<file path="src/rtl/fm_step2.sv">
// fm_step2 - second stage of the half-precision floating multiplier.
//
// Takes one registered stage-1 bundle, adds the remaining partial-product
// rows one per cycle, normalises the 22-bit significand product and hands
// an exact single-precision-format product downstream.
//
// Ports:
//   CLK          in   rising-edge clock
//   RESET        in   synchronous active-high reset
//   in_valid     in   stage-1 bundle valid
//   in_ready     out  high only while idle (bundle can be accepted)
//   ex_add       in   [7:0]  exponent sum, bias 127
//   out_sign     in   product sign
//   temp_s_r1    in   [21:0] row0 + row1 sum
//   temp_p_r1_2 .. temp_p_r1_10  in [21:0] partial-product rows 2..10
//   prod_valid   out  product valid (registered)
//   prod_ready   in   downstream accepts product
//   prod         out  [31:0] {sign, exp[7:0], frac[22:0]}
//   busy         out  high whenever the block is not idle
module fm_step2 (
  input  logic        CLK,
  input  logic        RESET,
  input  logic        in_valid,
  output logic        in_ready,
  input  logic [7:0]  ex_add,
  input  logic        out_sign,
  input  logic [21:0] temp_s_r1,
  input  logic [21:0] temp_p_r1_2,
  input  logic [21:0] temp_p_r1_3,
  input  logic [21:0] temp_p_r1_4,
  input  logic [21:0] temp_p_r1_5,
  input  logic [21:0] temp_p_r1_6,
  input  logic [21:0] temp_p_r1_7,
  input  logic [21:0] temp_p_r1_8,
  input  logic [21:0] temp_p_r1_9,
  input  logic [21:0] temp_p_r1_10,
  output logic        prod_valid,
  input  logic        prod_ready,
  output logic [31:0] prod,
  output logic        busy
);

  typedef enum logic [1:0] {
    IDLE = 2'd0,
    ACC  = 2'd1,
    NORM = 2'd2,
    DONE = 2'd3
  } state_t;

  state_t      r_state;
  state_t      w_stateNext;

  logic [21:0] r_rows [0:8];
  logic [21:0] r_sum;
  logic [3:0]  r_cnt;
  logic        r_sign;
  logic [7:0]  r_exAdd;
  logic [31:0] r_prod;
  logic        r_prodValid;

  logic [21:0] w_row;
  logic [7:0]  w_normExp;
  logic [22:0] w_normFrac;
  logic [31:0] w_prodNorm;

  // State register; reset drops any in-flight operation back to idle.
  always_ff @(posedge CLK) begin
    if (RESET) begin
      r_state <= IDLE;
    end else begin
      r_state <= w_stateNext;
    end
  end

  // Next-state decode. ACC runs nine cycles (rows 2..10, cnt 0..8) and
  // DONE waits for the downstream handshake for as long as it takes.
  always_comb begin
    w_stateNext = r_state;
    case (r_state)
      IDLE:    if (in_valid) w_stateNext = ACC;
      ACC:     if (r_cnt == 4'd8) w_stateNext = NORM;
      NORM:    w_stateNext = DONE;
      DONE:    if (prod_ready) w_stateNext = IDLE;
      default: w_stateNext = IDLE;
    endcase
  end

  // Row currently being accumulated: entry 0 holds row 2.
  always_comb begin
    w_row = '0;
    if (r_cnt <= 4'd8) begin
      w_row = r_rows[r_cnt];
    end
  end

  // The product of two significands with hidden bit set lies in [1,4), so
  // the leading one sits at bit 21 or bit 20. Dropping that hidden bit and
  // left-aligning the rest into 23 bits keeps every product bit.
  always_comb begin
    w_normExp  = r_exAdd;
    w_normFrac = {r_sum[19:0], 3'b000};
    if (r_sum[21]) begin
      w_normExp  = r_exAdd + 8'd1;
      w_normFrac = {r_sum[20:0], 2'b00};
    end
  end

  assign w_prodNorm = {r_sign, w_normExp, w_normFrac};

  // Datapath: latch the bundle on accept, accumulate one row per cycle,
  // load the normalised product, then hold it until the handshake.
  always_ff @(posedge CLK) begin
    if (RESET) begin
      for (int i = 0; i < 9; i++) begin
        r_rows[i] <= '0;
      end
      r_sum       <= '0;
      r_cnt       <= '0;
      r_sign      <= 1'b0;
      r_exAdd     <= '0;
      r_prod      <= '0;
      r_prodValid <= 1'b0;
    end else begin
      case (r_state)
        IDLE: begin
          if (in_valid) begin
            r_sign    <= out_sign;
            r_exAdd   <= ex_add;
            r_sum     <= temp_s_r1;
            r_cnt     <= '0;
            r_rows[0] <= temp_p_r1_2;
            r_rows[1] <= temp_p_r1_3;
            r_rows[2] <= temp_p_r1_4;
            r_rows[3] <= temp_p_r1_5;
            r_rows[4] <= temp_p_r1_6;
            r_rows[5] <= temp_p_r1_7;
            r_rows[6] <= temp_p_r1_8;
            r_rows[7] <= temp_p_r1_9;
            r_rows[8] <= temp_p_r1_10;
          end
        end
        ACC: begin
          r_sum <= r_sum + w_row;
          r_cnt <= r_cnt + 4'd1;
        end
        NORM: begin
          r_prod      <= w_prodNorm;
          r_prodValid <= 1'b1;
        end
        DONE: begin
          if (prod_ready) begin
            r_prodValid <= 1'b0;
          end
        end
        default: ;
      endcase
    end
  end

  assign in_ready   = (r_state == IDLE);
  assign busy       = (r_state != IDLE);
  assign prod       = r_prod;
  assign prod_valid = r_prodValid;

endmodule
</file>
<file path="config.mk">
export PLATFORM = sky130hd
export DESIGN_NAME = fm_step2
export DESIGN_NICKNAME = d
export VERILOG_FILES = /design/src/rtl/fm_step2.sv
export SDC_FILE = /design/constraint.sdc
export NUM_CORES = 1
export LEC_CHECK = 0
export BUFFER_PORTS_ARGS = -buffer_cell sky130_fd_sc_hd__buf_2
export CORE_UTILIZATION = 31
export DETAILED_ROUTE_END_ITERATION = 7
export GPL_ROUTABILITY_DRIVEN = 0
export PLACE_DENSITY = 0.6
export SYNTH_ARGS = -nofsm -noshare
export SYNTH_HDL_FRONTEND = slang
export SYNTH_SLANG_ARGS = --single-unit
</file>
<file path="constraint.sdc">
create_clock -name CLK -period 7.92 [get_ports CLK]
set_clock_uncertainty 0.15 [all_clocks]
set_input_delay 0.396 -clock CLK [delete_from_list [all_inputs] [get_ports CLK]]
set_output_delay 0.396 -clock CLK [all_outputs]
set_load 0.01 [all_outputs]
</file>
## Word level (Yosys, flattened, before mapping)

Memory sizes are Yosys's and may differ from the RTL's. A register that Yosys moved wholly into a read port is not among the register bits.
Index checks and enable logic that the tools add are counted.

| operators by class | value |
|---|---|
| $add $sub $neg | 3 |
| $lt $le $gt $ge | 1 |
| equality and inequality tests | 7 |
| mux-type cells | 30 |
| bitwise gates (word level) | 9 |
| reduce and logical (&&, ||, !) cells | 8 |

Operators by type and width:

| kind | number |
|---|---|
| $mux W22 | 11 |
| $pmux W22 S2 | 1 |
| $mux W23 | 1 |
| $add A22 B22 Y22 | 1 |
| $mux W4 | 3 |
| $or A1 B1 Y1 | 9 |
| $add A8 B1 Y8 const B | 1 |
| $mux W8 | 1 |
| $pmux W2 S4 | 1 |
| $pmux W4 S2 | 1 |
| $mux W1 | 7 |
| $mux W2 | 3 |
| $ne A2 B2 Y1 const B | 3 |
| $reduce_and A2 Y1 | 3 |
| $reduce_bool A2 Y1 | 3 |
| $add A4 B1 Y4 const B | 1 |
| $eq A2 B2 Y1 const B | 2 |
| $eq A4 B4 Y1 const B | 1 |
| $le A4 B4 Y1 const B | 1 |
| $reduce_and A3 Y1 | 1 |
| $eq A2 B1 Y1 const B | 1 |
| $logic_not A2 Y1 | 1 |
| $pmux W1 S2 | 1 |

| word-level totals | value |
|---|---|
| bits in registers | 70 |
| memory bits (writable) | 198 |
| output and inout port bits | 35 |
| memories kept | 1 |

Memories:

| memory | depth | bits a word | read ports | clocked after Yosys merged registers in | wr ports | line | RTL |
|---|---|---|---|---|---|---|---|
| r_rows | 9 | 22 | 1 | 1 | 9 | 53 | `logic [21:0] r_rows [0:8];` |

## Longest topological paths before layout

| depth | value |
|---|---|
| depth after elaboration | 5 |
| mapped depth | 16 |
| mapped depth without buffers | 14 |

## Least setup slack after synthesis

OpenSTA, ideal clock, no wires.

| path | value |
|---|---|
| path kind | register to register |
| from | register r_state[0] |
| to | memory r_rows[0][0], enable pin |
| setup time | 0.549 ns |
| arrival time | 4.807 ns |
| data required time | 7.221 ns |
| setup slack | 2.414 ns |
| stages on the path, launching flop included | 6 |
| buffers on the path | 1 |
| clock period less this slack | 5.506 ns |
| cell sequence | dfxtp_1 > inv_1 > ha_1 > buf_2 > a21oi_1 > inv_1 |

RTL lines:

| what | line | RTL |
|---|---|---|
| from (decl) | 50 | `state_t r_state;` |
| from (signal assigned) | 71 | `r_state <= w_stateNext;` |
| to (decl) | 53 |  |

==> flow_summary.toml <==
[route]
drcViolationCount = 4
vias = 9558
wl_um = 34800
wl_per_cell_um = 17.0
drtIter0Drc = 533
ant_nets = 0
via_per_inst = 4.68
firstDrtPassIters = 8

[clock_network]
cts_resized = 0
postCtsSetupBuffers = 0
cts_tree = "done"
clk_pin_slew_worst_paths_ns = 0.06
cts_buffers = 31
cts_root_buffer = "clkbuf_16"
htreeDepth = 1
ctsLongestPathBuffers = 3
clk_latency_ns = 0.56
clock-sinks = 270

[place]
portBuffers = 265
dpl.cell_count = 1784
dp_hpwl_um = 22800
dpl_cell_area_sq_um = 14800

[final_layout]
postLayoutCellArea_sq_um = 17800
area_growth_pct = 37.3
fillers = 3824
mostFrequentLayoutCells = "265 x buf_2, 202 x and2_1, 202 x dlygate4sd3_1"
multiInputGateArea_sq_um = 5290
layout-drive-gt1-share = 0.253
final_common_cell = "buf_2"
layoutNonFillerInstCount = 2044
finalNetCount = 1749
seqCellArea_sq_um = 7390

[worst_setup_path]
cp_max_fo = 43
critPathCaptureType = "register"
critPathBufInv = 0
crit_cells = 14
worst_setup_path_start_kind = "register"
rr_worst_depth = 14
required_ns = 8.23
cp_top_family = "compound AO/OA/AOI/OAI gates"
critPathMaxStageDelay_ns = 0.94
cp_data_arrival_time_ns = 4.79
critPathKind = "reg -> reg"
crit_slowest_cell = "dfxtp_4"
crit_chain = "mux4_2 > mux2i_1 > nor2_1 > a21oi_1 > nor2_1 > ha_1 > fa_1 > a21oi_1 > o21ai_1 > a211oi_2 > nor3_2 > o41ai_2 > xor2_1 > a311oi_1"

[yosys]
ys_ff_latch = 270
synth_top_area_frac = 0.458
synth-adder-area-share = 0.0285
avgSynthCellArea_sq_um = 12.4
synthDistinctLibCells = 60
netlist_instances = 1047
synth_edf_count = 198
async_flop_share = 0
netlist_area_sq_um = 13000
yosysTopAreaCell = "edfxtp_1"
synth_top_family_by_area = "simple AND/OR/NAND/NOR gates"
synthXorXnorAreaFrac = 0.0168
muxShareOfSynthArea = 0.120
yosys.area_share.simple = 0.155
synth_compound_area_frac = 0.0857
yosysSeqAreaShare = 0.569
synthFlopType = "edfxtp_1"
yosys_warnings = 0
synth_area_leaders = "edfxtp_1 46%, dfxtp_1 11%, and2_1 9.7%, mux4_2 7.6%, mux2i_1 4.2%"

[power_and_ir_drop]
power.leakage_uw = 0.00717
p_per_area_nw_per_um2 = 305
peakVddDrop_mv = 0.178

[sta]
post-route-period-util = 0.565
rsz0062_at_grt = "no"
slew_violations = 0
slew_headroom = 0.270
period_needed_ns = 4.48
hold_ws_ns = 0.0152
clock.fmax_mhz = 223
setup_viol = 0
worst_pin_slew_ns = 1.09
hold_viol = 0
finalSetupTns_ns = 0

[global_route]
grt_first_pass_wirelength_um = 51900
antenna_found_initial = 6
grt_start_max_net_pins = 113
grt_pass1_vias = 9655
track_usage = 0.158
overflow = 0

[hold_path]
holdPathStages = 2
hp-class = "in -> reg"

[floorplan]
die-area_sq_um = 42700
coreArea_sq_um = 41100
ios = 268
start_util = 0.316
rows = 74
die_h_um = 207
die_w_um = 207

[run_status]
violations = "DRC"
status = "complete, but fails checks"

[flow_run]
drv_cap = 0
[report_power, final]
part	switching [uW]	total, uW	internal (uW)	leakage (uW)
Sequential	231	2220	1990	0.00273
Clock	572	1420	844	0.000487
Combinational	978	1800	821	0.00395
Total	1780	5430	3650	0.00717
[cell usage after synthesis (8+ instances only)]
cell type  number
inv_1          11
xnor2_1         8
and2_1        202
a21oi_1        51
a211oi_1       42
a21o_1          9
buf_1          10
nand2_1        28
buf_2           8
xor2_1         15
dfxtp_1        72
clkbuf_1       52
ha_1           28
o21ai_0        12
mux2i_1        55
nor2_1        113
edfxtp_1      198
mux4_2         44
a22o_1          9
[worst paths after layout]
check	from	endpoint	slack, ns
worst max-delay path	register	r_sum[18]	3.44
worst min-delay path	temp_p_r1_5[0]	r_rows[3][0]	0.02
worst max register to register	register	r_sum[18]	3.44
worst min register to register	prod[2]	prod[2]	0.32
[cell type report]
cell class,count,share of cell area
antenna,3,0.000421
clock buffer,35,0.0443
clock inverter,20,0.0119
inverter,11,0.00273
multi-input combinational,695,0.297
sequential,270,0.414
tap,532,0.0373
timing repair buffer,478,0.192
[state kept, by name, indices dropped and copies added (netlist names), named ones only]
name and cells:
prod 30, prod_valid 1, r_cnt 4, r_exAdd 8
r_rows 198, r_sign 1, r_state 2, r_sum 22
[layer usage]
layer | part of all wire | GRT usage | vias up
met5 | 0.0012 | 0 | -
met4 | 0.023 | 0.0464 | 6
met3 | 0.050 | 0.0305 | 65
met2 | 0.48 | 0.265 | 267
met1 | 0.45 | 0.207 | 4536
li1 | - | - | 4684
[stage by stage]
step	power (uW)	utilization	setup slack [ns]
2_1_floorplan	3480	-	2.41
3_3_place_gp	3950	0.360	3.41
3_5_place_dp	3990	0.360	3.35
4_1_cts	5500	0.434	3.32
5_1_grt	5780	0.434	3.00
6_report	5430	0.434	3.44
[cell families (layout without fill, tap and decap cells)]
group / Yosys count / after routing
AOI/OAI and AO/OA: 161 / 161
other: 1 / 5
and+or+nand+nor: 378 / 378
adders and majority gates: 29 / 29
xor gates and xnor gates: 24 / 24
buffers and inverters: 83 / 544
DFF: 270 / 270
muxes: 101 / 101
[what timing repair did]
action / CTS / global route
endpoints found under the setup margin: 0 / 0
endpoints found under the hold margin: 201 / 1
hold buffers: 201 / 1
No activity file was read; power rests on OpenSTA's default activity.
